File: config.mk
export PLATFORM = sky130hd
export DESIGN_NAME = pipe_stage_regs_flat
export DESIGN_NICKNAME = d
export VERILOG_FILES = /design/src/rtl/pipe_stage_regs_if.sv /design/src/rtl/pipe_stage_regs.sv /design/src/flat_wrapper.sv
export SDC_FILE = /design/constraint.sdc
export NUM_CORES = 1
export LEC_CHECK = 0
export CAP_MARGIN = 30
export CELL_PAD_IN_SITES_DETAIL_PLACEMENT = 1
export CELL_PAD_IN_SITES_GLOBAL_PLACEMENT = 1
export CORE_MARGIN = 8
export CORE_UTILIZATION = 25
export DETAILED_ROUTE_END_ITERATION = 7
export PLACE_DENSITY = 0.71
export SLEW_MARGIN = 10
export SYNTH_ARGS = -nofsm -noshare
export SYNTH_HDL_FRONTEND = slang
export SYNTH_SLANG_ARGS = --single-unit
File: constraint.sdc
create_clock -name clk -period 3.3 [get_ports clk]
set_clock_uncertainty 0.2 [all_clocks]
set_input_delay 0.495 -clock clk [delete_from_list [all_inputs] [get_ports clk]]
set_output_delay 0.495 -clock clk [all_outputs]
set_load 0.02 [all_outputs]
File: src/rtl/pipe_stage_regs_if.sv
// Bundle between the pipeline register block and its surroundings:
// fetch/hazard/datapath inputs, stage registers and status outputs.
interface pipe_stage_regs_if #(
  parameter int CNT_W = 16
);
  logic [31:0]      instr_in;
  logic             stall;
  logic             flush;
  logic [31:0]      alu_result;
  logic [31:0]      store_data;
  logic [31:0]      mem_rdata;
  logic [31:0]      instrIFID;
  logic [31:0]      instrIDEX;
  logic [31:0]      instrEXMEM;
  logic [31:0]      instrMEMWB;
  logic [31:0]      aluEXMEM_Data;
  logic [31:0]      aluMEMWB_Data;
  logic [31:0]      EXMEM_Data2Mem;
  logic [31:0]      MEMWB_MemData;
  logic [3:0]       stage_valid;
  logic             pc_en;
  logic             retire;
  logic [CNT_W-1:0] stall_cnt;
  logic [CNT_W-1:0] flush_cnt;

  modport master (
    output instr_in, stall, flush,
    output alu_result, store_data, mem_rdata,
    input  instrIFID, instrIDEX, instrEXMEM, instrMEMWB,
    input  aluEXMEM_Data, aluMEMWB_Data,
    input  EXMEM_Data2Mem, MEMWB_MemData,
    input  stage_valid, pc_en, retire,
    input  stall_cnt, flush_cnt
  );

  modport slave (
    input  instr_in, stall, flush,
    input  alu_result, store_data, mem_rdata,
    output instrIFID, instrIDEX, instrEXMEM, instrMEMWB,
    output aluEXMEM_Data, aluMEMWB_Data,
    output EXMEM_Data2Mem, MEMWB_MemData,
    output stage_valid, pc_en, retire,
    output stall_cnt, flush_cnt
  );
endinterface

File: src/rtl/pipe_stage_regs.sv
// Five-stage pipeline registers: IF/ID..MEM/WB instruction and data
// latches with stall bubbles, flush kill and saturating event counters.
module pipe_stage_regs #(
  parameter logic [31:0] NOP_INSTR = 32'h0000_0000,
  parameter int          CNT_W     = 16
) (
  input logic            clk,
  input logic            rst_n,
  pipe_stage_regs_if.slave bus
);

  typedef struct packed {
    logic        valid;
    logic [31:0] instr;
  } stage_t;

  localparam stage_t BUBBLE = '{valid: 1'b0, instr: NOP_INSTR};

  stage_t           ifid, idex, exmem, memwb;
  logic [31:0]      alu_exmem, alu_memwb;
  logic [31:0]      st_exmem, mem_memwb;
  logic [CNT_W-1:0] stall_cnt, flush_cnt;
  logic             do_flush;

  // stall wins: a flush during a stall is dropped entirely
  assign do_flush = bus.flush & ~bus.stall;

  always_ff @(posedge clk or negedge rst_n) begin
    if (!rst_n) begin
      ifid  <= BUBBLE;
      idex  <= BUBBLE;
      exmem <= BUBBLE;
      memwb <= BUBBLE;
    end else begin
      unique case (1'b1)
        bus.stall: begin
          idex <= BUBBLE;
        end
        do_flush: begin
          ifid <= BUBBLE;
          idex <= ifid;
        end
        default: begin
          ifid <= '{valid: 1'b1, instr: bus.instr_in};
          idex <= ifid;
        end
      endcase
      exmem <= idex;
      memwb <= exmem;
    end
  end

  always_ff @(posedge clk or negedge rst_n) begin
    if (!rst_n) begin
      alu_exmem <= '0;
      alu_memwb <= '0;
      st_exmem  <= '0;
      mem_memwb <= '0;
    end else begin
      alu_exmem <= bus.alu_result;
      alu_memwb <= alu_exmem;
      st_exmem  <= bus.store_data;
      mem_memwb <= bus.mem_rdata;
    end
  end

  always_ff @(posedge clk or negedge rst_n) begin
    if (!rst_n) begin
      stall_cnt <= '0;
      flush_cnt <= '0;
    end else begin
      if (bus.stall && stall_cnt != '1)
        stall_cnt <= stall_cnt + 1'b1;
      if (do_flush && flush_cnt != '1)
        flush_cnt <= flush_cnt + 1'b1;
    end
  end

  assign bus.pc_en          = ~bus.stall;
  assign bus.instrIFID      = ifid.instr;
  assign bus.instrIDEX      = idex.instr;
  assign bus.instrEXMEM     = exmem.instr;
  assign bus.instrMEMWB     = memwb.instr;
  assign bus.stage_valid    = {ifid.valid, idex.valid,
                               exmem.valid, memwb.valid};
  assign bus.retire         = memwb.valid;
  assign bus.aluEXMEM_Data  = alu_exmem;
  assign bus.aluMEMWB_Data  = alu_memwb;
  assign bus.EXMEM_Data2Mem = st_exmem;
  assign bus.MEMWB_MemData  = mem_memwb;
  assign bus.stall_cnt      = stall_cnt;
  assign bus.flush_cnt      = flush_cnt;

endmodule

File: src/flat_wrapper.sv
// flat-port wrapper written by rule: the top's interface ports become plain ports
module pipe_stage_regs_flat 
#(
  parameter logic [31:0] NOP_INSTR = 32'h0000_0000,
  parameter int          CNT_W     = 16
)
  (clk, rst_n, bus_instr_in, bus_stall, bus_flush, bus_alu_result, bus_store_data, bus_mem_rdata, bus_instrIFID, bus_instrIDEX, bus_instrEXMEM, bus_instrMEMWB, bus_aluEXMEM_Data, bus_aluMEMWB_Data, bus_EXMEM_Data2Mem, bus_MEMWB_MemData, bus_stage_valid, bus_pc_en, bus_retire, bus_stall_cnt, bus_flush_cnt);
  pipe_stage_regs_if #(.CNT_W(CNT_W)) bus_i ();
  input logic clk;
  input logic rst_n;
  input wire logic [$bits(bus_i.instr_in)-1:0] bus_instr_in;
  input wire logic [$bits(bus_i.stall)-1:0] bus_stall;
  input wire logic [$bits(bus_i.flush)-1:0] bus_flush;
  input wire logic [$bits(bus_i.alu_result)-1:0] bus_alu_result;
  input wire logic [$bits(bus_i.store_data)-1:0] bus_store_data;
  input wire logic [$bits(bus_i.mem_rdata)-1:0] bus_mem_rdata;
  output wire logic [$bits(bus_i.instrIFID)-1:0] bus_instrIFID;
  output wire logic [$bits(bus_i.instrIDEX)-1:0] bus_instrIDEX;
  output wire logic [$bits(bus_i.instrEXMEM)-1:0] bus_instrEXMEM;
  output wire logic [$bits(bus_i.instrMEMWB)-1:0] bus_instrMEMWB;
  output wire logic [$bits(bus_i.aluEXMEM_Data)-1:0] bus_aluEXMEM_Data;
  output wire logic [$bits(bus_i.aluMEMWB_Data)-1:0] bus_aluMEMWB_Data;
  output wire logic [$bits(bus_i.EXMEM_Data2Mem)-1:0] bus_EXMEM_Data2Mem;
  output wire logic [$bits(bus_i.MEMWB_MemData)-1:0] bus_MEMWB_MemData;
  output wire logic [$bits(bus_i.stage_valid)-1:0] bus_stage_valid;
  output wire logic [$bits(bus_i.pc_en)-1:0] bus_pc_en;
  output wire logic [$bits(bus_i.retire)-1:0] bus_retire;
  output wire logic [$bits(bus_i.stall_cnt)-1:0] bus_stall_cnt;
  output wire logic [$bits(bus_i.flush_cnt)-1:0] bus_flush_cnt;
  assign bus_i.instr_in = bus_instr_in;
  assign bus_i.stall = bus_stall;
  assign bus_i.flush = bus_flush;
  assign bus_i.alu_result = bus_alu_result;
  assign bus_i.store_data = bus_store_data;
  assign bus_i.mem_rdata = bus_mem_rdata;
  assign bus_instrIFID = bus_i.instrIFID;
  assign bus_instrIDEX = bus_i.instrIDEX;
  assign bus_instrEXMEM = bus_i.instrEXMEM;
  assign bus_instrMEMWB = bus_i.instrMEMWB;
  assign bus_aluEXMEM_Data = bus_i.aluEXMEM_Data;
  assign bus_aluMEMWB_Data = bus_i.aluMEMWB_Data;
  assign bus_EXMEM_Data2Mem = bus_i.EXMEM_Data2Mem;
  assign bus_MEMWB_MemData = bus_i.MEMWB_MemData;
  assign bus_stage_valid = bus_i.stage_valid;
  assign bus_pc_en = bus_i.pc_en;
  assign bus_retire = bus_i.retire;
  assign bus_stall_cnt = bus_i.stall_cnt;
  assign bus_flush_cnt = bus_i.flush_cnt;
  pipe_stage_regs #(.NOP_INSTR(NOP_INSTR), .CNT_W(CNT_W)) u_core (.clk(clk), .rst_n(rst_n), .bus(bus_i));
endmodule
==> results by group, run 1 <==
Status
  – Outcome: completed

Clock network
  – Bufs on Longest Clock Path: 3
  – CTS Sinks: 292
  – Worst-path clk slew: 0.05 ns
  – H-Tree Depth: 2
  – PostCTS Resize Cnt: 0
  – CTS tree: built
  – TritonCTS buffer count: 35
  – Clk Latency, worst-skew pair: 0.50 ns
  – Number of setup buffers added after CTS: 0
  – CTS root buf: clkbuf_16
  – Hold_buf cts: 1

Route
  – DRT Pass-1 Iters: 4
  – Routed wire length: 29900 um
  – Post-route ant nets: 0
  – DRC: 0
  – DR iter-0 viols: 91
  – Vias: 5865
  – Vias/cell: 4.12
  – Wire per inst: 21.0 um

Final layout
  – Share of cells above drive strength 1: 7.55%
  – Non-filler cells, final: 1423
  – Fillers: 3472
  – Layout area overhead: 69.8%
  – Multi-input logic area: 1260 um^2
  – Nets: 1076
  – FF/Latch Area: 7310 um^2

Yosys
  – Post-synth net total: 617
  – Yosys warns: 0
  – Fraction of registers with async set/reset: 100%
  – Yosys top cell by area: dfrtp_1
  – Largest cells by area after synthesis: dfrtp_1 85%, a22o_1 3.2%, nor2b_1 2.5%
  – Synth top cells by count: 292 x dfrtp_1, 34 x nor2b_1, 32 x a22o_1
  – Synth Flop Type: dfrtp_1
  – Syn Inst Count: 483
  – Synth Cell Area: 8630 um^2
  – Top-area cell type share of the netlist area: 84.6%
  – Syn avg cell area: 17.9 um^2
  – Count leader, synth: dfrtp_1
  – Seq/Total Area, Yosys: 84.6%
  – EDFF count, synth: 0
  – Seq cells post-synth: 292
  – Cell variety after synth: 41

Die
  – Die X: 202 um
  – Initial Util: 25.2%
  – I/O Pins: 426
  – Core area: 34300 um^2
  – FP Rows: 68
  – Die area: 40700 um^2
  – Vert. Die Dim: 202 um

Critical path
  – Worst Path Arrival: 1.66 ns
  – Crit path buffers/inverters: 1
  – Nature of the critical path endpoint: output port
  – Crit Path Class: reg2out
  – Worst reg-to-reg setup slack: 1.12 ns
  – Worst r2r path cells: 4
  – CP top delay family: buffers and inverters
  – Critical path's largest stage delay: 0.67 ns
  – CP max FO: 7
  – Crit-path cells: clkdlybuf4s50_1
  – Slowest stage cell, crit path: clkdlybuf4s50_1
  – Worst r2r src: u_core.bus.flush_cnt[9]
  – Worst EP required: 2.60 ns
  – Type of origin of the critical path: flip-flop
  – Critical R2R Capture: u_core.bus.flush_cnt[1]

Power
  – Power Density: 630 nW/um^2
  – Leak pwr: 6.37 nW
  – VDD IR max: 0.336 mV

STA
  – Setup TNS Final: 0 ns
  – Endpoints failing hold: 0
  – Slew headroom: 54.9%
  – Final max-slew violation count: 0
  – Tmin final: 2.36 ns
  – Fin crit share: 71.4%
  – Fmax: 425 MHz
  – RSZ-0062 raised after global routing: no
  – Final setup violation count: 0
  – Hold slack: 0.172 ns
  – Measured slew at the worst slew-check pin: 0.676 ns

Global route
  – First-pass GRT wire length: 44800 um
  – Vias in the first global route: 6708
  – Global route overflow: 0
  – Largest net degree at the start of global routing: 88
  – GRT Total Usage: 14.3%
  – Initial antenna violation count: 5

Hold path
  – Min-Delay Path Depth: 0
  – Hold path start: u_core.bus.instrEXMEM[30]
  – Hold path endpoint: u_core.bus.instrMEMWB[30]
  – Worst Hold Class: reg2reg

Place
  – Cells after DPL: 1359
  – GP Congestion: 0.806
  – IO Port Bufs: 425
  – Dpl hpwl: 22800 um

Flow run
  – Max_cap viols: 0
-- cells in the final DEF (no fill, tap or decap), types with 3 or more instances in the layout --
| cell | count |
|---|---|
| buf_4 | 7 |
| xnor2_1 | 14 |
| clkdlybuf4s50_1 | 423 |
| nand4_1 | 10 |
| xor2_1 | 10 |
| dfrtp_1 | 292 |
| clkbuf_8 | 7 |
| a21oi_1 | 3 |
| clkinv_2 | 4 |
| nor3_1 | 7 |
| and3_1 | 3 |
| a22o_1 | 32 |
| clkbuf_16 | 36 |
| inv_1 | 3 |
| a31oi_1 | 3 |
| mux2_2 | 3 |
| nand3_1 | 12 |
| nand2_1 | 11 |
| clkbuf_1 | 10 |
| nor2b_1 | 34 |
| nor2_1 | 8 |
-- worst max-delay path by stage --
stage	startpoint	end	depth (start not counted)	slack (ns)
after floorplan	u_core.bus.flush_cnt[9]	u_core.bus.flush_cnt[1]	4	1.17
after global placement	bus_flush	u_core.bus.flush_cnt[15]	5	0.78
after detailed placement	bus_flush	u_core.bus.flush_cnt[15]	5	0.74
after CTS	u_core.bus.stall_cnt[2]	bus_stall_cnt[2]	1	0.91
after global routing	u_core.bus.flush_cnt[3]	bus_flush_cnt[3]	1	0.87
final	u_core.bus.stall_cnt[2]	bus_stall_cnt[2]	1	0.94
-- registers in the layout, indices dropped and copies added, names as in the netlist --
register                   cells
u_core.bus.instrEXMEM         32
u_core.bus.stage_valid         3
u_core.bus.aluMEMWB_Data      32
u_core.bus.instrIFID          32
u_core.bus.instrMEMWB         32
u_core.bus.retire              1
u_core.bus.EXMEM_Data2Mem     32
u_core.bus.aluEXMEM_Data      32
u_core.bus.MEMWB_MemData      32
u_core.bus.instrIDEX          32
u_core.bus.flush_cnt          16
u_core.bus.stall_cnt          16
-- final cells by class --
class | instances | share of cell area (%)
clock inverter | 9 | 0.777
clock buffer | 53 | 7.06
antenna | 1 | 0.0171
sequential | 292 | 49.9
timing repair buffer | 435 | 29.7
tap | 455 | 3.88
inverter | 3 | 0.0768
multi-input combinational | 175 | 8.61
-- cells by family (layout without fill, tap and decap cells) --
group           count (synthesis)  after routing  share of synthesized area, %
flops                         292            292                          84.6
simple gates                   99             99                          6.68
compound gates                 46             46                          4.61
xor+xnor                       24             24                          2.43
buf+inv                        16            500                         0.840
mux                             4              4                         0.507
fa+ha+maj                       2              2                         0.290
other cells                     0              1                             0
-- where the power goes --
part	internal, mW	switching [mW]
clock network	2.33	1.44
registers	3.84	0.225
logic	0.699	0.705
-- metrics by stage --
stage / cell area (um^2) / power, mW / setup slack (ns) / util (%)
finish: 14700 / 9.23 / 0.944 / 42.7
global route: 14700 / 9.63 / 0.871 / 42.7
CTS: 14700 / 9.41 / 0.912 / 42.7
detailed placement: 13500 / 5.56 / 0.744 / 39.4
global placement: 13500 / 5.52 / 0.785 / 39.4
floorplan: 8630 / 4.62 / 1.17 / -
-- per-layer routing --
metal  global-route usage, %  part of all wire, %  vias to the layer above
met4                    4.20                  2.3                        6
met3                    6.21                  9.3                       53
met2                    25.1                   51                      267
met1                    15.3                   37                     2974
li1                        -                    -                     2565
met5                       0                 0.12                        -
Power figures use the tool's default switching activity.
==> run 2, diff against run 1 <==
Settings changed: PLACE_DENSITY 0.71 to 0.74.
Clock period 3.3 ns to 2 ns, I/O delays scaled along.
==> results by group, run 2 (synthesis results as in run 1) <==
Final layout
  – Util after Layout: 44.1% (+1.4 points)
  – Layout area overhead: 75.2%
  – Commonest non-fill, non-tap cell in the layout: dfrtp_1
  – Share of cells above drive strength 1: 11.2% (+3.6 points)
  – FF/Latch Area: 7320 um^2 (+0.14%)
  – Most frequent cells in the layout: 284 x dfrtp_1, 209 x dlygate4sd2_1, 165 x clkdlybuf4s50_1, 49 x dlymetal6s2s_1, 36 x clkbuf_16
  – Non-filler cells, final: 1477 (+3.8%)
  – Multi-input logic area: 1280 um^2 (+1.4%)
  – Fillers: 3513 (+1.2%)
  – Nets: 1129 (+4.9%)
  – Antenna Cells: 0 (-1)

Critical path
  – Nature of the critical path endpoint: output port
  – Worst Path Arrival: 1.47 ns (-0.19 ns)
  – Critical R2R Capture: u_core.bus.flush_cnt[1]
  – Worst r2r path cells: 4 (unchanged)
  – Worst reg-to-reg setup slack: 0.08 ns (-1.04 ns)
  – Crit path buffers/inverters: 1 (unchanged)
  – Crit-path cells: clkdlybuf4s50_1
  – Slowest stage cell, crit path: clkdlybuf4s50_1
  – Worst r2r src: u_core.bus.flush_cnt[11]
  – CP max FO: 1 (-6)
  – Critical path's largest stage delay: 0.62 ns (-0.05 ns)
  – Worst EP required: 1.50 ns (-1.10 ns)
  – Type of origin of the critical path: flip-flop
  – CP top delay family: buffers and inverters
  – Crit Path Class: reg2out

Clock network
  – CTS tree: built
  – Clk Latency, worst-skew pair: 0.51 ns (about the same)
  – CTS root buf: clkbuf_16
  – CTS Sinks: 292 (unchanged)
  – Number of setup buffers added after CTS: 0 (unchanged)
  – Bufs on Longest Clock Path: 3 (unchanged)
  – TritonCTS buffer count: 35 (unchanged)
  – Worst-path clk slew: 0.07 ns (+0.02 ns)
  – H-Tree Depth: 2 (unchanged)

Die
  – Core area: 34300 um^2 (unchanged)
  – Die area: 40700 um^2 (unchanged)
  – Vert. Die Dim: 202 um (unchanged)
  – Initial Util: 25.2% (unchanged)
  – Die X: 202 um (unchanged)
  – I/O Pins: 426 (unchanged)
  – FP Rows: 68 (unchanged)

Place
  – Cells after DPL: 1386 (+2.0%)
  – GP Congestion: 0.801 (-0.55%)
  – Dpl hpwl: 24300 um (+6.5%)
  – IO Port Bufs: 425 (unchanged)

STA
  – Fin crit share: 98.5%
  – Tmin final: 1.97 ns
  – Fmax: 507 MHz
  – Endpoints failing hold: 0 (unchanged)
  – Final max-slew violation count: 0 (unchanged)
  – Slew headroom: 38.9% (-16 points)
  – Measured slew at the worst slew-check pin: 0.915 ns (+0.238 ns)
  – Final setup violation count: 0 (unchanged)

Global route
  – Largest net degree at the start of global routing: 73 (-17%)
  – Vias in the first global route: 6996 (+4.3%)
  – Initial antenna violation count: 1 (-4)
  – First-pass GRT wire length: 47400 um (+5.9%)
  – Global route overflow: 0 (unchanged)
  – GRT Total Usage: 15.2% (+0.99 points)

Route
  – DR iter-0 viols: 127 (+40%)
  – Wire per inst: 22.1 um (+5.0%)
  – DRT Pass-1 Iters: 4 (unchanged)
  – Routed wire length: 32600 um (+9.0%)
  – Post-route ant nets: 0 (unchanged)
  – Vias/cell: 4.11 (-0.37%)
  – Vias: 6065 (+3.4%)
  – DRC: 0 (unchanged)

Status
  – Outcome: completed

Flow run
  – Max_cap viols: 0 (unchanged)

Hold path
  – Hold path endpoint: u_core.bus.aluEXMEM_Data[8]
  – Worst Hold Class: in2reg
  – Hold path start: bus_alu_result[8]
  – Min-Delay Path Depth: 1 (+1)

Power
  – VDD IR max: 0.690 mV (+110%)
  – Leak pwr: 7.84 nW (+23%)
  – Power Density: 1050 nW/um^2 (+66%)
run 2: cell types whose count changed in the layout (fill, tap and decap cells not counted), sizes merged, moves of 3 or more:
cell           delta
buf              +27
bufinv            +4
clkbuf            -3
clkdlybuf4s50   -258
dlygate4sd2     +209
dlygate4sd3      +26
dlymetal6s2s     +49
run 2: through the flow:
stage	total power [mW]	setup TNS (ns)	setup WS, ns	hold WS (ns)	instance area (um^2)
global placement	9.24	-2.82	-0.260	-0.00340	13700
floorplan	7.65	0	0.00111	-0.196	8660
CTS	16.1	0	0.000210	0.000135	15000
global route	16.4	-0.0269	-0.0160	0.000144	15100
detailed placement	9.32	-3.69	-0.304	-0.00351	13700
finish	15.8	0	0.0296	0.0226	15100
run 2: final cells by class:
class | count | share of cell area (%)
clock inverters | 14 | 1.62
clock buffers | 50 | 6.70
flip-flops and latches | 292 | 48.4
repair buffers | 488 | 31.0
inverters | 3 | 0.0744
well taps | 455 | 3.76
multi-input cells | 175 | 8.45
run 2: how the worst max path moves through the flow:
stage                         endpoint  slack [ns]                           from  depth (start not counted)
2_1_floorplan  u_core.bus.flush_cnt[1]       0.001        u_core.bus.flush_cnt[3]                          4
3_3_place_gp   u_core.bus.flush_cnt[9]       -0.26                      bus_flush                          6
3_5_place_dp   u_core.bus.flush_cnt[9]       -0.30                      bus_flush                          6
4_1_cts         bus_EXMEM_Data2Mem[29]      0.0002  u_core.bus.EXMEM_Data2Mem[29]                          1
5_1_grt             bus_instrMEMWB[12]       -0.02      u_core.bus.instrMEMWB[12]                          1
6_report          bus_MEMWB_MemData[2]        0.03    u_core.bus.MEMWB_MemData[2]                          1
run 2: layer usage:
layer,global-route usage (%),vias to the layer above,routed length [um],part of all wire [%]
met2,27.4,263,17000,52
li1,-,2666,-,-
met1,16.7,3093,12400,38
met3,6.10,41,2680,8.2
met5,0,-,10,0.031
met4,3.26,2,487,1.5
run 2: where the power goes:
group,internal [mW],switching [mW]
clock,4.33,2.52
combinational,1.03,1.29
sequential,6.34,0.299
run 2: what timing repair did:
| item | CTS | global route |
|---|---|---|
| hold endpoints to repair | 315 | 3 |
| setup endpoints to repair | 209 | 49 |
| hold buffers | 24 | 3 |
| gates resized for setup | 209 | 49 |
==> run 3, diff against run 2 <==
Settings changed: CAP_MARGIN 30 to 20, CORE_ASPECT_RATIO set to 1.2.
==> results by group, run 3 (synthesis results as in run 1) <==
Route
  – Vias/cell: 4.10 (-0.11%)
  – Post-route ant nets: 0 (unchanged)
  – DR iter-0 viols: 211 (+66%)
  – DRC: 0 (unchanged)
  – Wire per inst: 23.0 um (+4.5%)
  – Routed wire length: 35500 um (+9.0%)
  – DRT Pass-1 Iters: 4 (unchanged)
  – Vias: 6321 (+4.2%)

Global route
  – First-pass GRT wire length: 50900 um (+7.5%)
  – Initial antenna violation count: 2 (+1)
  – GRT Total Usage: 16.7% (+1.5 points)
  – Vias in the first global route: 7458 (+6.6%)
  – Global route overflow: 0 (unchanged)
  – Largest net degree at the start of global routing: 69 (-5.5%)

Die
  – Vert. Die Dim: 220 um (+8.8%)
  – I/O Pins: 426 (unchanged)
  – Core area: 34100 um^2 (-0.63%)
  – Die area: 40800 um^2 (about the same)
  – FP Rows: 74 (+8.8%)
  – Die X: 186 um (-8.0%)
  – Initial Util: 25.3% (+0.16 points)

Flow run
  – Max_cap viols: 0 (unchanged)

Clock network
  – CTS root buf: clkbuf_16
  – Clk Latency, worst-skew pair: 0.54 ns (+0.03 ns)
  – Worst-path clk slew: 0.06 ns (about the same)
  – CTS tree: built
  – CTS Sinks: 292 (unchanged)
  – H-Tree Depth: 1 (-1)
  – Bufs on Longest Clock Path: 3 (unchanged)
  – TritonCTS buffer count: 30 (-14%)

Critical path
  – Crit Path Class: reg2out
  – Worst EP required: 1.50 ns (about the same)
  – Nature of the critical path endpoint: output port
  – CP max FO: 5 (+4)
  – Type of origin of the critical path: flip-flop
  – Worst Path Arrival: 1.44 ns (-0.03 ns)

Hold path
  – Worst Hold Class: in2reg

STA
  – Measured slew at the worst slew-check pin: 0.526 ns (-0.388 ns)
  – Final max-slew violation count: 0 (unchanged)
  – Fmax: 515 MHz (+1.4%)
  – Fin crit share: 97.2% (-1.4 points)
  – RSZ-0062 raised after global routing: no
  – Final setup violation count: 0 (unchanged)
  – Slew headroom: 64.6% (+26 points)
  – Tmin final: 1.94 ns (-0.0271 ns)
  – Endpoints failing hold: 0 (unchanged)

Final layout
  – Layout area overhead: 77.9%
  – Util after Layout: 45.1% (+0.95 points)
  – Share of cells above drive strength 1: 9.60% (-1.6 points)
  – Commonest non-fill, non-tap cell in the layout: dlygate4sd2_1
  – Most frequent cells in the layout: 287 x dlygate4sd2_1, 284 x dfrtp_1, 130 x clkdlybuf4s50_1, 93 x dlygate4sd3_1, 35 x buf_4
  – Nets: 1194 (+5.8%)

Power
  – Final Total Pwr: 14.6 mW (-7.4%)
  – VDD IR max: 0.728 mV (+5.6%)
  – Power Density: 953 nW/um^2 (-8.8%)
  – Leak pwr: 7.64 nW (-2.6%)

Status
  – Outcome: completed

Place
  – IO Port Bufs: 425 (unchanged)
  – Dpl hpwl: 24700 um (+1.9%)
  – GP Congestion: 0.885 (+10%)
run 3: changes by cell type in the layout (fill, tap and decap cells not counted), moves of 4 or more:
cell | before | now
clkbuf_1 | 8 | 14
bufinv_16 | 6 | 2
dlymetal6s2s_1 | 49 | 5
clkbuf_16 | 36 | 31
clkdlybuf4s50_1 | 165 | 130
dlygate4sd3_1 | 27 | 93
dlygate4sd2_1 | 209 | 287
run 3: cell type report:
cell class	count	area [um^2]
clock inverters	6	85.1
fillers	3562	18700
repair buffers	558	5200
flip-flops and latches	292	7320
inverters	3	11.3
multi-input cells	175	1280
clock buffers	49	883
well taps	456	571
diodes	2	5.00
run 3: per-stage QoR:
stage	TNS [ns]	instance area, um^2	hold WS, ns	cells	setup slack, ns
2_1_floorplan	0	8660	-0.196	483	0.00111
3_3_place_gp	-1.28	13800	0.0129	1391	-0.300
3_5_place_dp	-1.60	13800	0.0136	1391	-0.353
4_1_cts	0	15300	0.0000424	1539	0.00159
5_1_grt	0	15400	0.00472	1539	0.00517
6_report	0	15400	0.0350	1541	0.0567
run 3: path summary, 6_finish.rpt:
kind                       depth (start not counted)                      start  slack [ns]                     endpoint
max in group asynchronous                          4                      rst_n        0.86      u_core.bus.flush_cnt[0]
min                                                1           bus_mem_rdata[1]        0.03  u_core.bus.MEMWB_MemData[1]
min in group asynchronous                          2                      rst_n        0.04      u_core.bus.flush_cnt[6]
min reg2reg                                        0  u_core.bus.instrEXMEM[28]        0.17    u_core.bus.instrMEMWB[28]
max                                                2    u_core.bus.flush_cnt[6]        0.06             bus_flush_cnt[6]
max reg2reg                                        4    u_core.bus.flush_cnt[6]        0.06      u_core.bus.flush_cnt[1]
run 3: power breakdown:
part / total [mW] / switching (mW) / internal (mW)
combinational: 2.44 / 1.35 / 1.08
clock: 5.55 / 2.29 / 3.26
sequential: 6.65 / 0.315 / 6.34
total: 14.6 / 3.96 / 10.7
run 3: worst max-delay path: stages (launching register included):
cell and delay, ns:
dfrtp_2 0.40, buf_4 0.15, dlygate4sd2_1 0.34
run 3: what timing repair did:
action / CTS / global route
resized for setup: 288 / 7
buffers inserted: 0 / 0
endpoints found under the setup margin: 288 / 7
hold buffers: 93 / 0
hold endpoints to repair: 384 / 0
run 3: metal layers:
metal | wire (um) | track usage (%) | vias to the layer above
met5 | 0 | 0 | -
met2 | 19200 | 31.6 | 268
li1 | - | - | 2789
met3 | 2740 | 4.14 | 50
met1 | 12700 | 17.9 | 3214
met4 | 934 | 5.48 | 0
